$ cat src/rtl/iob_fp_round_pipe.sv
// Two-stage FP rounding/normalization back end: stage 1 applies the rounding
// increment, stage 2 renormalizes and raises the overflow/underflow flags.
module iob_fp_round_pipe #(
    parameter int DATA_W = 24,
    parameter int EXP_W  = 8
) (
    input  logic                clk_i,
    input  logic                arst_i,
    input  logic                cke_i,
    input  logic                valid_i,
    output logic                ready_o,
    input  logic                sign_i,
    input  logic [2:0]          rmode_i,
    input  logic [EXP_W-1:0]    exponent_i,
    input  logic [DATA_W+2:0]   mantissa_i,
    output logic                valid_o,
    input  logic                ready_i,
    output logic                sign_o,
    output logic [EXP_W-1:0]    exponent_o,
    output logic [DATA_W-2:0]   mantissa_o,
    output logic                inexact_o,
    output logic                overflow_o,
    output logic                underflow_o
);
    localparam int LZ_W = $clog2(DATA_W + 1);
    localparam int CW   = ((EXP_W > LZ_W) ? EXP_W : LZ_W) + 1;

    logic s2_load, accept;

    // ---------------- stage 1: round ----------------
    logic [DATA_W-1:0] sig;
    logic              lsb, g, r, s, x, inc, spec;

    assign sig  = mantissa_i[DATA_W+2:3];
    assign lsb  = mantissa_i[3];
    assign g    = mantissa_i[2];
    assign r    = mantissa_i[1];
    assign s    = mantissa_i[0];
    assign x    = g | r | s;
    assign spec = &exponent_i;

    always_comb begin
        case (rmode_i)
            3'd1:    inc = 1'b0;
            3'd2:    inc = sign_i & x;
            3'd3:    inc = ~sign_i & x;
            3'd4:    inc = g;
            default: inc = g & (r | s | lsb);
        endcase
    end

    logic              s1_vld_q, s1_vld_d;
    logic [DATA_W:0]   s1_sum_q, s1_sum_d;
    logic [EXP_W-1:0]  s1_exp_q, s1_exp_d;
    logic              s1_sign_q, s1_sign_d;
    logic              s1_x_q, s1_x_d;
    logic              s1_spec_q, s1_spec_d;

    assign s2_load = cke_i & (~valid_o | ready_i);
    assign ready_o = cke_i & (~s1_vld_q | s2_load);
    assign accept  = valid_i & ready_o;

    // Specials skip the increment so stage 2 sees the raw fraction.
    always_comb begin
        s1_vld_d  = s1_vld_q;
        s1_sum_d  = s1_sum_q;
        s1_exp_d  = s1_exp_q;
        s1_sign_d = s1_sign_q;
        s1_x_d    = s1_x_q;
        s1_spec_d = s1_spec_q;
        if (s2_load) s1_vld_d = 1'b0;
        if (accept) begin
            s1_vld_d  = 1'b1;
            s1_sum_d  = {1'b0, sig} + {{DATA_W{1'b0}}, inc & ~spec};
            s1_exp_d  = exponent_i;
            s1_sign_d = sign_i;
            s1_x_d    = x;
            s1_spec_d = spec;
        end
    end

    always_ff @(posedge clk_i or posedge arst_i) begin
        if (arst_i) begin
            s1_vld_q  <= 1'b0;
            s1_sum_q  <= '0;
            s1_exp_q  <= '0;
            s1_sign_q <= 1'b0;
            s1_x_q    <= 1'b0;
            s1_spec_q <= 1'b0;
        end else if (cke_i) begin
            s1_vld_q  <= s1_vld_d;
            s1_sum_q  <= s1_sum_d;
            s1_exp_q  <= s1_exp_d;
            s1_sign_q <= s1_sign_d;
            s1_x_q    <= s1_x_d;
            s1_spec_q <= s1_spec_d;
        end
    end

    // ---------------- stage 2: normalize ----------------
    logic [DATA_W-1:0] low, norm;
    logic [LZ_W-1:0]   lzc;
    logic              found;
    logic [EXP_W-1:0]  exp_inc;

    assign low     = s1_sum_q[DATA_W-1:0];
    assign exp_inc = s1_exp_q + EXP_W'(1);
    assign norm    = low << lzc;

    always_comb begin
        lzc   = LZ_W'(DATA_W);
        found = 1'b0;
        for (int i = DATA_W - 1; i >= 0; i--) begin
            if (!found && low[i]) begin
                lzc   = LZ_W'(DATA_W - 1 - i);
                found = 1'b1;
            end
        end
    end

    logic [EXP_W-1:0]  n_exp;
    logic [DATA_W-2:0] n_frac;
    logic              n_inx, n_ovf, n_unf;

    always_comb begin
        n_exp  = s1_exp_q;
        n_frac = s1_sum_q[DATA_W-2:0];
        n_inx  = s1_x_q;
        n_ovf  = 1'b0;
        n_unf  = 1'b0;
        if (s1_spec_q) begin
            n_inx = 1'b0;
        end else if (s1_sum_q[DATA_W]) begin
            // Carry out of the significand: bump exponent; all-ones means infinity.
            n_exp  = exp_inc;
            n_frac = '0;
            n_ovf  = &exp_inc;
        end else if (low == '0) begin
            n_exp  = '0;
            n_frac = '0;
        end else if (CW'(lzc) >= CW'(s1_exp_q)) begin
            n_exp  = '0;
            n_frac = '0;
            n_unf  = 1'b1;
        end else begin
            n_exp  = s1_exp_q - EXP_W'(lzc);
            n_frac = norm[DATA_W-2:0];
        end
    end

    logic              s2_vld_q, s2_vld_d;
    logic              s2_sign_q, s2_sign_d;
    logic [EXP_W-1:0]  s2_exp_q, s2_exp_d;
    logic [DATA_W-2:0] s2_frac_q, s2_frac_d;
    logic              s2_inx_q, s2_inx_d;
    logic              s2_ovf_q, s2_ovf_d;
    logic              s2_unf_q, s2_unf_d;

    always_comb begin
        s2_vld_d  = s2_vld_q;
        s2_sign_d = s2_sign_q;
        s2_exp_d  = s2_exp_q;
        s2_frac_d = s2_frac_q;
        s2_inx_d  = s2_inx_q;
        s2_ovf_d  = s2_ovf_q;
        s2_unf_d  = s2_unf_q;
        if (s2_load) begin
            s2_vld_d = s1_vld_q;
            if (s1_vld_q) begin
                s2_sign_d = s1_sign_q;
                s2_exp_d  = n_exp;
                s2_frac_d = n_frac;
                s2_inx_d  = n_inx;
                s2_ovf_d  = n_ovf;
                s2_unf_d  = n_unf;
            end
        end
    end

    always_ff @(posedge clk_i or posedge arst_i) begin
        if (arst_i) begin
            s2_vld_q  <= 1'b0;
            s2_sign_q <= 1'b0;
            s2_exp_q  <= '0;
            s2_frac_q <= '0;
            s2_inx_q  <= 1'b0;
            s2_ovf_q  <= 1'b0;
            s2_unf_q  <= 1'b0;
        end else if (cke_i) begin
            s2_vld_q  <= s2_vld_d;
            s2_sign_q <= s2_sign_d;
            s2_exp_q  <= s2_exp_d;
            s2_frac_q <= s2_frac_d;
            s2_inx_q  <= s2_inx_d;
            s2_ovf_q  <= s2_ovf_d;
            s2_unf_q  <= s2_unf_d;
        end
    end

    assign valid_o     = s2_vld_q;
    assign sign_o      = s2_sign_q;
    assign exponent_o  = s2_exp_q;
    assign mantissa_o  = s2_frac_q;
    assign inexact_o   = s2_inx_q;
    assign overflow_o  = s2_ovf_q;
    assign underflow_o = s2_unf_q;

endmodule

$ cat config.mk
export PLATFORM = sky130hd
export DESIGN_NAME = iob_fp_round_pipe
export DESIGN_NICKNAME = d
export VERILOG_FILES = /design/src/rtl/iob_fp_round_pipe.sv
export SDC_FILE = /design/constraint.sdc
export NUM_CORES = 1
export LEC_CHECK = 0
export ABC_AREA = 1
export BUFFER_PORTS_ARGS = -buffer_cell sky130_fd_sc_hd__buf_4
export CAP_MARGIN = 30
export CORE_ASPECT_RATIO = 1.2
export CORE_MARGIN = 4
export CORE_UTILIZATION = 30
export CTS_BUF_LIST = sky130_fd_sc_hd__clkbuf_4 sky130_fd_sc_hd__clkbuf_8
export CTS_CLUSTER_DIAMETER = 80
export DETAILED_ROUTE_END_ITERATION = 7
export RECOVER_POWER = 100
export SLEW_MARGIN = 40
export SYNTH_ARGS = -nofsm -noshare
export SYNTH_HDL_FRONTEND = slang
export SYNTH_SLANG_ARGS = --single-unit
$ cat constraint.sdc
create_clock -name clk_i -period 3.65 [get_ports clk_i]
set_clock_uncertainty 0.2 [all_clocks]
set_input_delay 0 -clock clk_i [delete_from_list [all_inputs] [get_ports clk_i]]
set_output_delay 0 -clock clk_i [all_outputs]
set_load 0.05 [all_outputs]
# Word level (Yosys, flattened, before mapping)
# Cells that the tools add are included.
# W data, S select, Z words.
[op_classes]
add_sub_neg = 3
order_cmp = 1
n_eq_ne = 4
shifts = 1
mux = 65
n_bitwise = 17
reduce_logical = 54
[op_table]
columns = ["op", "count"]
rows = [
  ["$mux W5", 24],
  ["$mux W23", 4],
  ["$mux W1", 32],
  ["$mux W8", 4],
  ["$add A24 B1 Y25", 1],
  ["$logic_not A24 Y1", 1],
  ["$shl A24 B5 Y23", 1],
  ["$logic_and A1 B1 Y1", 23],
  ["$logic_not A1 Y1", 23],
  ["$reduce_and A8 Y1", 2],
  ["$add A8 B1 Y8 const B", 1],
  ["$ge A5 B8 Y1", 1],
  ["$sub A8 B5 Y8", 1],
  ["$and A1 B1 Y1", 7],
  ["$eq A3 B2 Y1 const B", 2],
  ["$or A1 B1 Y1", 6],
  ["$reduce_and A2 Y1", 3],
  ["$not A1 Y1", 4],
  ["$pmux W1 S4", 1],
  ["$eq A3 B1 Y1 const B", 1],
  ["$eq A3 B3 Y1 const B", 1],
  ["$reduce_and A3 Y1", 1],
  ["$reduce_bool A2 Y1", 1],
]
[totals]
regBits = 73
input_bits = 44

# Logic depth before layout (Yosys ltp)
[depth]
word_depth = 75
mapped_depth = 25

# Worst setup path before layout
# Ideal clock, no wire load.
[synth_path]
kind = "flip-flop to flip-flop"
startpoint = "reg s1_sum_q[20]"
endpoint = "reg s2_frac_q[11], in the netlist mantissa_o[11]"
arrival_ps = 3398
t_required_ps = 3384
setup_slack_ps = -14
path_stages_with_launch = 24
path_buffers = 0
period_less_slack_ps = 3664
cell_sequence = "dfrtp_1 nor2_4 nand2_4 nor2_8 nand4_4 nor3_2 inv_2 nand3_4 inv_2 ha_1 fa_1 nor2_1 a211oi_1 or2_1 nand2_1 o21ai_1 a21oi_2 nand2_2 nor2_4 inv_2 nor2_4 inv_1 o21ai_1 o22a_1"
[synth_between]
elab_chain_cells = 67
word_cells_on_any_way = 89
classes_between = "1 x order compare; 1 x shift; 45 x mux; 42 x reduce/logical"
[synth_rtl]
columns = ["element", "line", "source"]
rows = [
  ["start: declaration", "53", "logic [DATA_W:0] s1_sum_q, s1_sum_d;"],
  ["start signal: assignment", "92", "s1_sum_q <= s1_sum_d;"],
  ["$logic_and A1 B1 Y1", "114", "if (!found && low[i]) begin"],
  ["$mux W1", "114", ""],
  ["$logic_not A1 Y1", "114", ""],
  ["$logic_and A1 B1 Y1", "114", ""],
  ["$mux W1", "114", ""],
  ["$logic_not A1 Y1", "114", ""],
  ["$logic_and A1 B1 Y1", "114", ""],
  ["$mux W1", "114", ""],
  ["[51 not listed]", "--", ""],
  ["$logic_not A1 Y1", "114", ""],
  ["$logic_and A1 B1 Y1", "114", ""],
  ["$mux W5", "114", ""],
  ["$ge A5 B8 Y1 / $shl A24 B5 Y23 (equally long branches)", "141, 108", ""],
  ["$mux W23", "141", "end else if (CW'(lzc) >= CW'(s1_exp_q)) begin"],
  ["$mux W23 (*)", "138", "end else if (low == '0) begin"],
  ["$mux W23 (*)", "133", "end else if (s1_sum_q[DATA_W]) begin"],
  ["$mux W23 (*)", "131", "if (s1_spec_q) begin"],
  ["end signal: assignment", "193", "s2_frac_q <= s2_frac_d;"],
  ["end: declaration", "154", "logic [DATA_W-2:0] s2_frac_q, s2_frac_d;"],
]
# Mark *: on every way between the ends. The rest lies on a longest branch, timed or not.
# A chain may end at the register's enable or synchronous reset.

# Final worst setup path
[layout_path]
startpoint = "reg s1_sum_q[21]"
endpoint = "reg s2_frac_q[10], in the netlist mantissa_o[10]"
[layout_between]
elab_chain_cells = 70
word_cells_on_any_way = 93
classes_between = "1 x order compare; 1 x shift; 47 x mux; 44 x reduce/logical"
[layout_rtl]
columns = ["element", "line"]
rows = [
  ["$logic_and A1 B1 Y1", "114"],
  ["$mux W1", "114"],
  ["$logic_not A1 Y1", "114"],
  ["$logic_and A1 B1 Y1", "114"],
  ["$mux W1", "114"],
  ["$logic_not A1 Y1", "114"],
  ["$logic_and A1 B1 Y1", "114"],
  ["$mux W1", "114"],
  ["[54 not listed]", "--"],
  ["$logic_not A1 Y1", "114"],
  ["$logic_and A1 B1 Y1", "114"],
  ["$mux W5", "114"],
  ["$ge A5 B8 Y1 / $shl A24 B5 Y23 (equally long branches)", "141, 108"],
  ["$mux W23", "141"],
  ["$mux W23 (*)", "138"],
  ["$mux W23 (*)", "133"],
  ["$mux W23 (*)", "131"],
]
# Marks and branches as above.

==> metrics.yaml <==
cts_tree: "yes"
holdPathStages: 7
numCtsBuffers: 9
clkSinkCount: 73
fin_nets: 1045
reg2reg_from: "s1_sum_q[21]$_DFFE_PP0P_"
grt_overflow: 0
hold_start: "cke_i"
syn_nets: 846
fin_crit_ps: 3690
p_comb_frac: 0.594
total_power_mw: 4.71
max_cap_violations: 2
async_flop_share: 1.00
dp_hpwl_mm: 13.6
drv_slew: 109
die_w_microns: 133
synth_edf_count: 0
avgViaCountPerCell: 4.98
violations: "max-capacitance violations, max-slew violations, negative setup slack"
p_int_mw: 2.30
die_height_microns: 159
setup_viol: 4
routedWlPerCell_microns: 14.8
dieArea_sq_um: 21200
peakVddDrop_uv: 201
grt_pass1_wl_mm: 29.8
critical_path_class: "reg -> reg"
gr-usage-all-layers: 0.173
worst_setup_path_end_kind: "flip-flop"
cp_max_fo: 7
h-tree-depth: 3
worstHoldEndpoint: "inexact_o$_DFFE_PP0P_"
placed_area_sq_um: 6860
synth-seq-cells: 73
seq_power_share: 0.266
root_buffer: "clkbuf_8"
setup_ws_ps: -43.6
drt-initial-drc-count: 413
ys_warn_count: 0
yosysUniqueCellTypes: 54
rsz0062_at_grt: "true"
power.density_nw_per_um2: 601
avgSynthCellArea_sq_um: 7.15
arrival_ps: 3790
fin_crit_sh: 1.01
clk_pin_slew_ps: 80
area_growth_pct: 38.4
worst_slew_pin_slew_ps: 1820
routed_wl_mm: 18.4
ios: 81
ys.flop_type: "dfrtp_1"
cts_buffer_depth: 2
switching_share: 0.511
drtPass1Iterations: 5
fin_area_sq_um: 7840
final-hold-violation-count: 0
reg2reg_setup_slack_ps: -40
crit_required_ps: 3740
switchingPower_mw: 2.41
core-area_sq_um: 18400
io_buffers: 80
antenna_found_initial: 0
rows: 54
vias: 6215
finalWeightedCongestion: 0.993
r2r-end: "mantissa_o[10]$_DFFE_PP0P_"
max-slew-margin-rel: -0.211
status: "finished with violations"
synth_cells: 792
fillers: 1946
drive_gt1_frac: 0.245
holdCritPathClass: "in -> reg"
yosysSeqAreaShare: 0.322
clock_latency_ps: 360
p_leak_nw: 3.64
drc_errors: 0
detail-route-antenna-nets: 0
cp-start-kind: "flip-flop"
antenna_cells: 0
ff2ff_path_depth: 23
start_util: 0.308
grt_max_degree: 74
synth_area_sq_um: 5670
p_clk_frac: 0.140
max_freq_mhz: 271
grt_pass1_vias: 5789
cp-startpoint: "s1_sum_q[21]$_DFFE_PP0P_"
critical path: stages (launching register included):
cell and delay [ps]:
dfrtp_2 440, nor2_4 160, nand2_4 90, nor2_8 140, nand4_4 130, nor3_2 140
inv_2 80, nand3_4 90, inv_4 40, ha_4 150, fa_2 340, nor2_2 100
a211oi_2 40, or2_1 250, nand2_2 80, o21ai_2 60, a21oi_2 160, nand2_2 100
nor2_4 180, inv_4 50, nor2_4 230, inv_2 80, o21ai_2 140, o22a_1 130
state kept, by name (all words and copies together), names as in the netlist:
name and count:
underflow_o 1, valid_o 1, s1_exp_q 8, s1_x_q 1, overflow_o 1, mantissa_o 23, sign_o 1, s1_sign_q 1
s1_vld_q 1, exponent_o 8, s1_sum_q 25, s1_spec_q 1, inexact_o 1
metal layers:
metal,track usage,part of all wire,vias to the layer above
li1,-,-,3105
met1,0.238,0.46,2918
met2,0.290,0.47,167
met3,0.0237,0.050,25
met4,0.0461,0.014,0
met5,0,0,-
logic make-up after synthesis:
family	count (synthesis)	synth area share
buf+inv	111	0.0883
simple gates	441	0.392
fa+ha+maj	10	0.0234
compound gates	141	0.149
xor+xnor	16	0.0247
flops	73	0.322
power by group through the flow:
stage | Combinational (mW) | Clock [mW] | Sequential (mW)
after floorplan | 1.26 | 0 | 1.91
after global placement | 2.79 | 0 | 1.27
after detailed placement | 2.81 | 0 | 1.27
after CTS | 2.89 | 0.681 | 1.26
after global routing | 3.05 | 0.707 | 1.30
final | 2.80 | 0.661 | 1.25
repair_timing:
item | CTS | global route
hold endpoints to repair | 111 | 0
pin swaps | 5 | 35
buffers inserted | 1 | 13
endpoints found under the setup margin | 18 | 34
hold buffers | 67 | 0
cloned | 0 | 1
resized for setup | 2 | 44
Yosys cell counts (9+ instances only):
cell type,instances,area share
buf_6,9,0.018
nand4_1,27,0.030
nand2_2,12,0.013
nand2_1,175,0.12
a21oi_1,40,0.035
o21ai_1,13,0.011
inv_2,10,0.0066
clkbuf_1,16,0.011
nand3_1,116,0.10
nor2_1,53,0.035
inv_1,65,0.043
dfrtp_1,73,0.32
xor2_1,12,0.019
nand3_2,11,0.019
o21ai_0,45,0.040
ha_1,9,0.020
area by class of cell:
class,instances,area (sq um),share of cell area
Sequential cell,73,1830,0.233
Clock inverter,6,67.6,0.00862
Timing Repair inverter,1,6.26,0.000798
Tap cell,252,315,0.0402
Timing Repair Buffer,221,1680,0.215
Inverter,77,303,0.0386
Multi-Input combinational cell,608,3500,0.446
Clock buffer,10,138,0.0175
how the worst max path moves through the flow:
stage / end / slack (ps) / depth (start not counted)
5_1_grt: mantissa_o[10]$_DFFE_PP0P_ / -250 / 25
6_report: mantissa_o[10]$_DFFE_PP0P_ / -40 / 23
3_3_place_gp: mantissa_o[15]$_DFFE_PP0P_ / 50 / 24
4_1_cts: mantissa_o[18]$_DFFE_PP0P_ / -6 / 24
3_5_place_dp: mantissa_o[10]$_DFFE_PP0P_ / -50 / 23
2_1_floorplan: mantissa_o[11]$_DFFE_PP0P_ / 10 / 23
placed cells by master, fill, tap and decap left out, drive strengths merged, types with 3 or more instances in the layout:
cell type,Yosys,routed
a21boi,6,6
a21oi,42,42
a2bb2oi,8,8
buf,17,116
clkbuf,17,50
clkinv,2,5
dfrtp,73,73
dlygate4sd3,0,65
ha,9,9
inv,75,76
nand2,188,188
nand3,129,129
nand3b,3,3
nand4,33,33
nor2,67,67
nor3,10,10
o2111ai,3,3
o211ai,6,6
o21ai,58,58
o22a,3,3
o22ai,4,4
or2,9,9
xnor2,4,4
xor2,12,12
stage by stage:
step                std cells  hold WS (ps)   util  setup slack (ps)  setup TNS (ps)
CTS                      1236          14.7  0.421             -6.37           -6.37
global placement         1152          11.0  0.373              48.2               0
global route             1248          99.8  0.427              -248           -3700
floorplan                 792         -90.4      -              11.8               0
detailed placement       1152          14.8  0.373             -48.5            -238
finish                   1248          21.0  0.427             -43.6           -94.8
Note: power is estimated with default switching activity, not from simulation.
